[src/rtl/uram_loader.sv]
// ---------------------------------------------------------------------------
// uram_loader
//
// Upstream feeder for the wide URAM loader. Host words of IN_LEN bits arrive
// over a valid/ready handshake and are serialised into DIN_LEN-bit chunks,
// least-significant chunk first, on we/din/din_valid. One start sequences a
// complete table load of NUM_ROWS rows of DATA_LEN bits. After the last chunk,
// we stays high for DRAIN_CYCLES cycles so the downstream row write can finish.
// Then we drops and done pulses for one cycle.
//
// Ports
//   clk        in   1        clock
//   rst        in   1        asynchronous, active-high reset
//   start      in   1        pulse: begin a load (ignored unless idle)
//   abort      in   1        level: cancel the load in progress
//   s_data     in   IN_LEN   host word
//   s_valid    in   1        s_data valid
//   s_ready    out  1        word accepted when s_valid & s_ready
//   we         out  1        write-enable window to the URAM loader
//   din        out  DIN_LEN  chunk (driven to 0 while we=0)
//   din_valid  out  1        din valid (only while we=1)
//   busy       out  1        a load is in progress
//   done       out  1        one-cycle pulse at load completion
// ---------------------------------------------------------------------------
module uram_loader #(
    parameter int ADDR_LEN     = 9,
    parameter int DATA_LEN     = 128,
    parameter int DIN_LEN      = 8,
    parameter int IN_LEN       = 32,
    parameter int NUM_ROWS     = 512,
    parameter int DRAIN_CYCLES = 3
) (
    input  logic               clk,
    input  logic               rst,
    input  logic               start,
    input  logic               abort,
    input  logic [IN_LEN-1:0]  s_data,
    input  logic               s_valid,
    output logic               s_ready,
    output logic               we,
    output logic [DIN_LEN-1:0] din,
    output logic               din_valid,
    output logic               busy,
    output logic               done
);

    localparam int CHUNKS_PER_WORD = IN_LEN / DIN_LEN;
    localparam int TOTAL_CHUNKS    = NUM_ROWS * DATA_LEN / DIN_LEN;
    localparam int TOTAL_WORDS     = TOTAL_CHUNKS / CHUNKS_PER_WORD;
    localparam int MAX_ROWS        = 2 ** ADDR_LEN;

    localparam int CHUNK_W = $clog2(TOTAL_CHUNKS + 1);
    localparam int WORD_W  = (TOTAL_WORDS > 1) ? $clog2(TOTAL_WORDS + 1) : 1;
    // Remaining-chunk counter only has to hold CHUNKS_PER_WORD-1.
    localparam int REM_W   = (CHUNKS_PER_WORD > 1) ? $clog2(CHUNKS_PER_WORD) : 1;
    localparam int DRAIN_W = (DRAIN_CYCLES > 1) ? $clog2(DRAIN_CYCLES) : 1;

    localparam logic [CHUNK_W-1:0] LAST_CHUNK_IDX = CHUNK_W'(TOTAL_CHUNKS - 1);
    localparam logic [WORD_W-1:0]  WORD_LIMIT     = WORD_W'(TOTAL_WORDS);
    localparam logic [REM_W-1:0]   REM_RELOAD     = REM_W'(CHUNKS_PER_WORD - 1);
    localparam logic [DRAIN_W-1:0] DRAIN_LAST     =
        (DRAIN_CYCLES > 0) ? DRAIN_W'(DRAIN_CYCLES - 1) : '0;

    localparam logic [1:0] S_IDLE  = 2'd0;
    localparam logic [1:0] S_LOAD  = 2'd1;
    localparam logic [1:0] S_DRAIN = 2'd2;
    localparam logic [1:0] S_DONE  = 2'd3;

    localparam logic [1:0] S_AFTER_LOAD = (DRAIN_CYCLES > 0) ? S_DRAIN : S_DONE;

    // Elaboration-time parameter sanity checks.
    if (DATA_LEN % DIN_LEN != 0) begin : g_bad_data_len
        $error("DATA_LEN must be a multiple of DIN_LEN");
    end
    if (IN_LEN % DIN_LEN != 0) begin : g_bad_in_len
        $error("IN_LEN must be a multiple of DIN_LEN");
    end
    if ((NUM_ROWS * DATA_LEN) % IN_LEN != 0) begin : g_bad_total
        $error("NUM_ROWS*DATA_LEN must be a multiple of IN_LEN");
    end
    if (NUM_ROWS < 1 || NUM_ROWS > MAX_ROWS) begin : g_bad_rows
        $error("NUM_ROWS must lie in 1..2**ADDR_LEN");
    end

    logic [1:0]         state;
    logic [IN_LEN-1:0]  shreg;      // chunks of the current word not yet shown on din
    logic [REM_W-1:0]   rem;        // number of chunks still waiting in shreg
    logic [DIN_LEN-1:0] din_q;
    logic [WORD_W-1:0]  word_cnt;   // words accepted this load
    logic [CHUNK_W-1:0] chunk_cnt;  // chunks shown on din this load (before this cycle)
    logic [DRAIN_W-1:0] drain_cnt;

    logic accept;
    logic last_chunk;

    // The chunk on din this cycle is the last one of its word whenever rem is
    // zero, so the next word can be taken in the same cycle and the chunk
    // stream stays gap-free under a continuous s_valid.
    assign s_ready    = (state == S_LOAD) && !abort && (rem == '0) && (word_cnt < WORD_LIMIT);
    assign accept     = s_valid && s_ready;
    assign last_chunk = din_valid && (chunk_cnt == LAST_CHUNK_IDX);

    assign we   = (state == S_LOAD) || (state == S_DRAIN);
    assign busy = (state != S_IDLE);
    assign done = (state == S_DONE);
    assign din  = we ? din_q : '0;

    always_ff @(posedge clk or posedge rst) begin
        if (rst) begin
            state     <= S_IDLE;
            shreg     <= '0;
            rem       <= '0;
            din_q     <= '0;
            din_valid <= 1'b0;
            word_cnt  <= '0;
            chunk_cnt <= '0;
            drain_cnt <= '0;
        end else if (abort && state != S_IDLE) begin
            // Cancel: drop the buffered word and return to idle without done.
            state     <= S_IDLE;
            shreg     <= '0;
            rem       <= '0;
            din_q     <= '0;
            din_valid <= 1'b0;
            word_cnt  <= '0;
            chunk_cnt <= '0;
            drain_cnt <= '0;
        end else begin
            case (state)
                S_IDLE: begin
                    din_valid <= 1'b0;
                    if (start && !abort) begin
                        state     <= S_LOAD;
                        shreg     <= '0;
                        rem       <= '0;
                        din_q     <= '0;
                        word_cnt  <= '0;
                        chunk_cnt <= '0;
                        drain_cnt <= '0;
                    end
                end

                S_LOAD: begin
                    if (accept) begin
                        // The first chunk goes straight to din; the rest wait in shreg.
                        din_q     <= s_data[DIN_LEN-1:0];
                        shreg     <= s_data >> DIN_LEN;
                        rem       <= REM_RELOAD;
                        din_valid <= 1'b1;
                        word_cnt  <= word_cnt + 1'b1;
                    end else if (rem != '0) begin
                        din_q     <= shreg[DIN_LEN-1:0];
                        shreg     <= shreg >> DIN_LEN;
                        rem       <= rem - 1'b1;
                        din_valid <= 1'b1;
                    end else begin
                        // Bubble: din keeps its last value.
                        din_valid <= 1'b0;
                    end

                    if (din_valid) begin
                        chunk_cnt <= chunk_cnt + 1'b1;
                    end

                    if (last_chunk) begin
                        state     <= S_AFTER_LOAD;
                        din_valid <= 1'b0;
                        drain_cnt <= '0;
                    end
                end

                S_DRAIN: begin
                    din_valid <= 1'b0;
                    if (drain_cnt == DRAIN_LAST) begin
                        state <= S_DONE;
                    end else begin
                        drain_cnt <= drain_cnt + 1'b1;
                    end
                end

                default: begin
                    // S_DONE: done is high for exactly this one cycle.
                    state     <= S_IDLE;
                    din_valid <= 1'b0;
                    din_q     <= '0;
                end
            endcase
        end
    end

endmodule
[config.mk]
export PLATFORM = sky130hd
export DESIGN_NAME = uram_loader
export DESIGN_NICKNAME = d
export VERILOG_FILES = /design/src/rtl/uram_loader.sv
export SDC_FILE = /design/constraint.sdc
export NUM_CORES = 1
export LEC_CHECK = 0
export BUFFER_PORTS_ARGS = -buffer_cell sky130_fd_sc_hd__buf_2
export CORE_MARGIN = 1
export CORE_UTILIZATION = 35
export DETAILED_ROUTE_END_ITERATION = 10
export PLACE_DENSITY = 0.64
export SLEW_MARGIN = 10
export SYNTH_ARGS = -nofsm -noshare
export SYNTH_HDL_FRONTEND = slang
export SYNTH_SLANG_ARGS = --single-unit
[constraint.sdc]
create_clock -name clk -period 2.68 [get_ports clk]
set_clock_uncertainty 0.15 [all_clocks]
set_input_delay 0.536 -clock clk [delete_from_list [all_inputs] [get_ports clk]]
set_output_delay 0.536 -clock clk [all_outputs]
set_load 0.01 [all_outputs]
==> impl_results.md <==
- EDFF count, synth: 0
- GR Overflow Total: 0
- Routed WL per cell: 14.81 µm
- Setup tns final: 0 ns
- Clk root buf: clkbuf_8
- Post-synthesis register bit count: 65
- Clock net sink count: 65
- Vias: 3094
- Finished Cell Area: 4255 µm²
- H-tree Lvls: 3
- Postcts setup bufs: 0
- Slowest cell on crit path: dfrtp_1
- Hold crit path type: primary input to async pin
- Post-layout util: 0.4314
- Crit path required time: 1.99 ns
- Post-synth top cells: dfrtp_1, nand2_1, nand3_1
- Leak: 1.920 nW
- DRC: 0
- Critical Path Fanout Max: 11
- Final setup viols: 0
- Post_cts resized: 0
- Critical path startpoint category: flop
- Fin crit share: 0.9088
- Least-Margin Pin Slew: 0.3747 ns
- Routability cong.: 0.8018
- # rows: 36
- Top cell type's share of synthesized area: 0.4520
- Clock transition at the registers of the reported paths: 0.07 ns
- Area after DPL: 4036 µm²
- 1st-pass router iterations: 4
- Ports: 50
- RSZ-0062 raised after global routing: no
- CTS Buf Count: 9
- Layout cells sized above 1: 0.2322
- Kind of critical path: flop to primary output
- Max-Cap Viols: 0
- First-pass GRT wire length: 13.80 mm
- Number of vias per cell: 5.447
- Die X: 103.4 µm
- Reg-to-reg setup timing slack: 0.26 ns
- Yosys cell types: 55
- Area grow syn2layout: 18.25%
- Starting DRT DRC Count: 168
- Remaining antenna violation count: 0
- RR Startpoint: state[1]
- Clk buf depth: 2
- Outcome: completed
- Final HPWL DP: 5.760 mm
- Nets: 475
- Max_slew headroom: 0.7495
- CTS tree: yes
- Peak Freq: 410.6 MHz
- Power per cell area: 980.0 nW/µm²
- Worst-path cell chain: inv_1 -> ha_1 -> nand2_1 -> nor3_1 -> buf_2
- Async S/R FF share, synth: 1.000
- Initial core utilization: 0.3648
- Critical Path Max Stage Delay: 0.43 ns
- Vias in the first global route: 2827
- Min Tclk post-route: 2.436 ns
- Syn_nets: 427
- Seq/Total Area, Yosys: 0.4520
- Count leader, synth: dfrtp_1
- Mapped cell area: 3598 µm²
- Worst EP arrival: 1.75 ns
- VDD IR-drop max: 0.0004524 V
- Worst skew pair latency: 0.35 ns
- Die area: 10690 µm²
- R2R Path End: din_q[3]
- R2r worst-path depth: 7
- Final WL: 8.410 mm
- Syn Area/Cell: 9.420 µm²
- Crit end category: primary output
- Post-Syn Instances: 382
- GR Util All Layers: 0.1695
- # port buffers: 49
- Cell taking the most area after synthesis: dfrtp_1
- Die Ht: 103.4 µm
- Final Power: 0.004170 W
- Initial antenna violation count: 0
- Fill count: 962
- ANT cells: 0
- Synth warn: 0
- Hold_buf cts: 0
- Synth top area cells: dfrtp_1, nand3_1, a21oi_1, nand2_1, a31oi_1
- Post-synth top flop: dfrtp_1
- Total core area: 9864 µm²
- Largest net degree at the start of global routing: 66
- Max-slew violations: 0
- Final hold vios: 0
==> kinds of logic (layout without fill, tap and decap cells) <==
family,count (synthesis),after routing,share of synthesized area
AND/OR/NAND/NOR,123,123,0.1874
AO/OA/AOI/OAI,120,120,0.2257
flip-flops,65,65,0.4520
buffers and inverters,49,102,0.05494
multiplexers,17,17,0.05216
adder cells (fa/ha/maj),8,8,0.02782
==> sequential cells by signal (all words and copies together) (netlist names) <==
signal and count:
word_cnt 12, din_valid 1, drain_cnt 2, chunk_cnt 14
shreg 24, din_q 8, state 2, rem 2
==> critical path: cells and delay by family, from the launching register on <==
family        cells  cell delay [ns]
simple gates      2             0.50
fa+ha+maj         1             0.19
buf+inv           2             0.29
flops             1             0.43
==> worst max-delay path by stage <==
stage / slack (ns) / depth (start not counted) / start / endpoint
after floorplan: 0.37 / 1 / rst / chunk_cnt[0]
after global placement: 0.26 / 6 / abort / word_cnt[10]
after detailed placement: 0.20 / 6 / abort / word_cnt[10]
after CTS: 0.25 / 5 / state[1] / s_ready
after global routing: 0.01 / 7 / state[1] / din_q[7]
final: 0.24 / 5 / state[1] / s_ready
==> power by group <==
group	switching [W]	total, W	internal, W
Combinational	0.00115	0.00188	0.000735
Clock	0.000393	0.000922	0.000529
Sequential	0.000148	0.00137	0.00122
==> placed cells by master (no fill, tap or decap), types with 8 or more instances in the layout <==
cell / n
a21oi_1: 25
a22o_1: 13
a31oi_1: 19
and2_1: 9
buf_2: 49
buf_4: 13
clkbuf_8: 9
dfrtp_1: 65
ha_1: 8
inv_1: 21
mux2_2: 10
nand2_1: 33
nand3_1: 28
nor2_1: 8
o2111ai_1: 10
o21ai_0: 19
==> cell type report <==
cell class	instances	area, µm²	area share
Clock inverter	6	91.34	0.02146
Clock buffer	10	127.6	0.02999
Inverter	22	82.58	0.01941
Sequential cell	65	1627	0.3822
Timing Repair Buffer	64	382.9	0.08997
Multi-Input combinational cell	268	1778	0.4178
Tap cell	133	166.4	0.03911
==> metrics by stage <==
| stage | instances | hold slack (ns) | setup WS (ns) |
|---|---|---|---|
| after floorplan | 382 | 0.3156 | 0.3675 |
| after global placement | 552 | 0.3322 | 0.2615 |
| after detailed placement | 552 | 0.3415 | 0.1997 |
| after CTS | 568 | 0.09922 | 0.2466 |
| after global routing | 568 | 0.1135 | 0.01343 |
| final | 568 | 0.08753 | 0.2443 |
==> layer usage <==
| layer | routed length [µm] | global-route usage | vias up |
|---|---|---|---|
| li1 | - | - | 1532 |
| met1 | 4150 | 0.2383 | 1485 |
| met2 | 3807 | 0.2527 | 67 |
| met3 | 327 | 0.04099 | 10 |
| met4 | 124 | 0.06176 | 0 |
| met5 | 0 | 0 | - |
Power figures use the tool's default switching activity.
